==> config.mk <==
export PLATFORM = sky130hd
export DESIGN_NAME = bn_coef_loader
export DESIGN_NICKNAME = d
export VERILOG_FILES = /design/src/rtl/bn_coef_loader.sv
export SDC_FILE = /design/constraint.sdc
export NUM_CORES = 1
export LEC_CHECK = 0
export CAP_MARGIN = 20
export CORE_AREA = 8 8 239 241
export CTS_CLUSTER_DIAMETER = 100
export CTS_CLUSTER_SIZE = 40
export DETAILED_ROUTE_END_ITERATION = 10
export DIE_AREA = 0 0 247 249
export PLACE_DENSITY = 0.57
export SLEW_MARGIN = 20
export SYNTH_ARGS = -nofsm -noshare
export SYNTH_HDL_FRONTEND = slang
export SYNTH_SLANG_ARGS = --single-unit
==> constraint.sdc <==
create_clock -name clk -period 2.85 [get_ports clk]
set_input_delay 0.57 -clock clk [delete_from_list [all_inputs] [get_ports clk]]
set_output_delay 0.57 -clock clk [all_outputs]
set_load 0.01 [all_outputs]
==> src/rtl/bn_coef_loader.sv <==
// Purpose: serial-to-parallel loader for BN/ReLU per-channel scale (a) and bias (b) coefficients.
//          A full NO_CH set is assembled in a shadow bank. It is committed atomically to the active bank only while the pipeline is idle.
// Ports:   clk/rst (sync, active-high); coef_* valid/ready beat stream; pipe_busy commit gate;
//          a/b active vectors; coef_valid, swap pulse and sticky err_len status.
module bn_coef_loader #(
    parameter int NO_CH = 10,
    parameter int BW_A  = 12,
    parameter int BW_B  = 12
) (
    input  logic                       clk,
    input  logic                       rst,
    input  logic                       coef_vld,
    output logic                       coef_rdy,
    input  logic [BW_A-1:0]            coef_a,
    input  logic [BW_B-1:0]            coef_b,
    input  logic                       coef_last,
    input  logic                       pipe_busy,
    output logic [NO_CH-1:0][BW_A-1:0] a,
    output logic [NO_CH-1:0][BW_B-1:0] b,
    output logic                       coef_valid,
    output logic                       swap,
    output logic                       err_len
);

    localparam int IW = (NO_CH > 1) ? $clog2(NO_CH) : 1;
    localparam logic [IW-1:0] LAST_IDX = IW'(NO_CH - 1);

    typedef enum logic {
        LOAD = 1'b0,
        PEND = 1'b1
    } state_t;

    state_t                     state;
    state_t                     state_nxt;
    logic [IW-1:0]              idx;
    logic [IW-1:0]              idx_nxt;
    logic                       err_set;
    logic                       commit;
    logic                       accept;
    logic [NO_CH-1:0][BW_A-1:0] sh_a;
    logic [NO_CH-1:0][BW_B-1:0] sh_b;

    // Ready depends on state only, and is held low during reset so that no beat can slip into a bank that is being cleared.
    assign coef_rdy = !rst && (state == LOAD);
    assign accept   = coef_vld && coef_rdy;

    always_ff @(posedge clk) begin
        if (rst) begin
            state <= LOAD;
            idx   <= '0;
        end else begin
            state <= state_nxt;
            idx   <= idx_nxt;
        end
    end

    always_comb begin
        state_nxt = state;
        idx_nxt   = idx;
        err_set   = 1'b0;
        commit    = 1'b0;
        case (state)
            LOAD: begin
                if (accept) begin
                    if ((idx == LAST_IDX) && coef_last) begin
                        state_nxt = PEND;
                        idx_nxt   = '0;
                    end else if ((idx != LAST_IDX) && !coef_last) begin
                        idx_nxt = idx + 1'b1;
                    end else begin
                        // A set is either too short or too long. Drop it and treat the next beat as channel 0.
                        err_set = 1'b1;
                        idx_nxt = '0;
                    end
                end
            end
            PEND: begin
                if (!pipe_busy) begin
                    commit    = 1'b1;
                    state_nxt = LOAD;
                end
            end
            default: begin
                state_nxt = LOAD;
                idx_nxt   = '0;
            end
        endcase
    end

    // The shadow bank has no reset. A commit is only reached after every channel has been rewritten.
    always_ff @(posedge clk) begin
        if (accept) begin
            sh_a[idx] <= coef_a;
            sh_b[idx] <= coef_b;
        end
    end

    always_ff @(posedge clk) begin
        if (rst) begin
            a          <= '0;
            b          <= '0;
            coef_valid <= 1'b0;
            swap       <= 1'b0;
            err_len    <= 1'b0;
        end else begin
            swap <= commit;
            if (commit) begin
                a          <= sh_a;
                b          <= sh_b;
                coef_valid <= 1'b1;
            end
            if (err_set) begin
                err_len <= 1'b1;
            end
        end
    end

endmodule

# Word level (Yosys, flattened, before mapping)
# Index checks and enable logic that the tools add are counted.
# totals
register_bits	488
inputBits	29
out_inout_bits	244
elab_cells	75
# op_classes
add_sub_neg	1
order_cmp	2
eq_ne	2
n_mux	16
bitwise_logic	1
n_reduce_logical	8
# op_table
operator	count
120-bit bitwise mux	2
12-bit demux with 4-bit select	1
12-bit two-way mux	1
1-bit two-way mux	9
4-bit two-way mux	2
1-bit logical AND	5
4-bit by 5-bit less-than comparator with 1-bit output, second input constant	1
4-bit by 1-bit adder with 4-bit output, second input constant	1
4-bit equality test, second input constant	1
4-bit by 1-bit greater-or-equal comparator with 1-bit output, second input constant	1
4-bit inequality test, second input constant	1
1-bit logical NOT	2
1-bit case mux with 2 select lines	1
2-bit AND reduction	1
1-bit inverter	1

# Longest topological paths before layout
# logic_depth
word_depth	6
ltp_mapped	8

# Worst setup path before layout
# Ideal clock, no wire load.
# synth_path
kind	input port to flip-flop
startpoint	input port rst
endpoint	register sh_a[108] in the netlist's numbering (enable)
setup_time_ns	0.405
t_arrival_ns	2.141
required_time_ns	2.445
path_slack_ns	0.304
stages	3
path_buffers	1
path_cell_list	buf_6 or3b_4 nor2_1
# synth_via
elab_chain_cells	3
# synth_rtl
element	line_no	source
from (decl)	11	input logic rst,
1-bit logical NOT	44	assign coef_rdy = !rst && (state == LOAD);
1-bit logical AND	44	
1-bit logical AND	45	assign accept = coef_vld && coef_rdy;
to (signal, indexed assignment)	93	sh_a[idx] <= coef_a;
to (decl)	40	logic [NO_CH-1:0][BW_A-1:0] sh_a;
# No other way between the ends.
# A chain may end at the register's enable or synchronous reset.

# Worst setup path after layout
# layout_path
startpoint	register state
endpoint	output port coef_rdy
# layout_via
elab_chain_cells	2
# layout_rtl
element	line_no	source
from (decl)	33	state_t state;
from (signal assigned)	52	state <= state_nxt;
1-bit inverter (no line)	-	
1-bit logical AND	44	
to (decl)	13	output logic coef_rdy,
# No other way between the ends.

==> impl_metrics.py <==
metrics = {
    "setup_path": {
        "critPathMaxFanout": 9,
        "cp-end-kind": "primary output",
        "rr_worst_depth": 5,
        "setup.worst_path.class": "flop to primary output",
        "r2r_end": "sh_a[71]",
        "critical_path_arrival_ns": 1.73,
        "ff2ff_setup_slack_ns": 0.84,
        "crit_path_start_kind": "flop",
        "crit_required_ns": 2.28,
        "r2r-start": "state",
    },
    "final_layout": {
        "layout_commonest_cell": "nand2_1",
        "layout_common_cells": "483 x nand2_1, 271 x clkdlybuf4s50_1, 248 x dfxtp_1",
        "antenna_cells": 0,
        "nets": 1624,
        "syn2layout_area_growth_pct": 27.7,
        "utilization_pct": 38.0,
        "fillCellCount": 5146,
        "multiInputGateArea_sq_um": 3360,
        "drive_gt1_share_pct": 4.68,
        "fin_area_sq_um": 20300,
        "final-seq-area_sq_um": 12200,
    },
    "synth": {
        "ys_async_sr_fraction_pct": 0,
        "ys_seq_area_share_pct": 76.8,
        "syn_avg_cell_area_sq_um": 11.8,
        "synth_flop_cell": "dfxtp_1",
        "synth_edf_count": 240,
        "ys_seq_elements": 488,
        "synthCells": 1341,
        "ys_warn_count": 0,
        "synth_nets": 1376,
        "yosysUniqueCellTypes": 25,
        "synthesis.area_sq_um": 15900,
    },
    "route": {
        "drtIter0Drc": 635,
        "drt-total-wl_um": 44600,
        "wl_per_cell_um": 19.4,
        "ant_nets": 0,
        "remaining_drc_errors": 0,
        "dr.pass1.iters": 5,
        "route.vias.total": 10400,
        "routed_via_density": 4.53,
    },
    "global_route": {
        "grt_pass1_wl_um": 65500,
        "grt_pass1_vias": 10100,
        "grt_use_total_pct": 13.9,
        "grt-ovfl-total": 0,
        "grt_max_degree": 128,
        "antenna_found_initial": 1,
    },
    "pwr": {
        "p_sw_share_pct": 21.5,
        "comb_power_share_pct": 2.2,
        "p_switching_w": 0.00241,
        "p_int_w": 0.00879,
        "power.density_nw_per_um2": 553,
        "leakagePower_nw": 6.25,
        "power.clock.fraction_pct": 31.9,
        "p_seq_share_pct": 65.9,
        "peakVddDrop_v": 0.000356,
    },
    "hold_path": {
        "min_path_cells": 2,
        "hold_class": "flop to flop",
        "min_to": "b[10]",
        "hold_path.startpoint": "b[10]",
    },
    "place": {
        "place_congestion": 0.797,
        "port-buffer-count": 272,
        "dpl_cell_area_sq_um": 19600,
        "dp_hpwl_um": 30100,
    },
    "sta": {
        "tns_ns": 0,
        "slew_headroom_pct": 37.1,
        "setup_viol": 0,
        "slew_violations": 0,
        "fmax_mhz": 435,
        "period_needed_ns": 2.30,
        "worst_slew_pin_slew_ns": 0.943,
        "clock_skew_ns": 0.0384,
        "finalCritPeriodShare_pct": 80.7,
        "rsz0062_at_grt": "false",
        "hold_viol_final": 0,
    },
    "clock_network": {
        "clock_sinks": 488,
        "cts_root_buf": "clkbuf_16",
        "cts_buffers": 18,
        "hold_buffers": 0,
        "insertion_delay_ns": 0.55,
        "clkTransAtPathRegs_ns": 0.12,
        "cts-resized-gates": 0,
        "cts_tree": "yes",
        "htree_levels": 1,
        "clock_path_buffers": 3,
        "post-cts-setup-buffer-count": 0,
    },
    "die": {
        "core.rowCount": 85,
        "core_area_sq_um": 53300,
        "fp.dieH_um": 249,
        "start_util_pct": 29.8,
        "die-width_um": 247,
        "ioPinCount": 273,
        "die_area_sq_um": 61500,
    },
    "job": {
        "drv_cap": 0,
    },
    "run_status": {
        "status": "finished clean",
    },
}
==> cell families after synthesis <==
kind of cell             synth area share [%]
buffers and inverters                    2.27
AO/OA/AOI/OAI                            7.78
flip-flops                               76.8
AND/OR/NAND/NOR                          12.6
adder cells (fa/ha/maj)                 0.473
XOR/XNOR                                0.110
==> synth_stat cells, types with 2 or more instances <==
cell type  instances  share of area, %
a21oi_1          243               7.7
and2_1             8              0.32
buf_2             24              0.76
clkbuf_1          56               1.3
dfxtp_1          248                31
edfxtp_1         240                45
ha_1               6              0.47
inv_1              4             0.095
nand2_1          483                11
nand3_1            2             0.063
nor2_1             6              0.14
nor2b_1            3              0.12
nor3_1             3             0.095
nor3b_1            3              0.14
xnor2_1            2              0.11
==> flip-flops by register name (all words and copies together) (netlist names) <==
register	flops
sh_b	120
swap	1
b	120
state	1
idx	4
err_len	1
a	120
sh_a	120
coef_valid	1
==> layer usage <==
metal | share of wire (%) | vias up | GRT usage, %
met1 | 44 | 5075 | 18.5
met4 | 1.8 | 0 | 2.94
met5 | 0 | - | 0
met3 | 7.8 | 39 | 3.28
li1 | - | 4980 | -
met2 | 47 | 303 | 22.8
==> worst max path at each step <==
| stage | from | to | slack (ns) | cells past startpoint |
|---|---|---|---|---|
| after CTS | state | coef_rdy | 0.49 | 2 |
| final | state | coef_rdy | 0.55 | 2 |
| after global routing | state | coef_rdy | 0.49 | 2 |
| after detailed placement | coef_vld | sh_a[65] | 0.17 | 6 |
| after floorplan | rst | sh_a[108] | 0.30 | 3 |
| after global placement | coef_vld | sh_a[48] | 0.13 | 6 |
==> critical path, cell delays in order (launching register included) <==
cell and delay, ns:
dfxtp_1 0.43, nor2_1 0.18, clkdlybuf4s50_1 0.56
==> through the flow <==
step	total power [W]	cells	setup WS [ns]	hold WS, ns
floorplan	0.00761	1341	0.304	0.471
global placement	0.00779	2265	0.133	0.444
detailed placement	0.00779	2265	0.171	0.445
CTS	0.0113	2297	0.486	0.456
global route	0.0116	2297	0.486	0.479
finish	0.0112	2297	0.549	0.461
==> cell type report <==
type	instances	share of cell area (%)
sequential	488	60.1
multi-input combinational	767	16.6
timing repair buffer	310	15.9
tap	696	4.30
clock buffer	25	2.46
clock inverter	7	0.630
inverter	4	0.0741
==> power by group through the flow <==
stage | Sequential (W) | Combinational [W] | Clock [W]
global placement | 0.00754 | 0.000252 | 0
floorplan | 0.00754 | 0.0000703 | 0
finish | 0.00738 | 0.000245 | 0.00357
detailed placement | 0.00754 | 0.000253 | 0
CTS | 0.00738 | 0.000254 | 0.00371
global route | 0.00739 | 0.000263 | 0.00391
No activity file was read; power rests on OpenSTA's default activity.
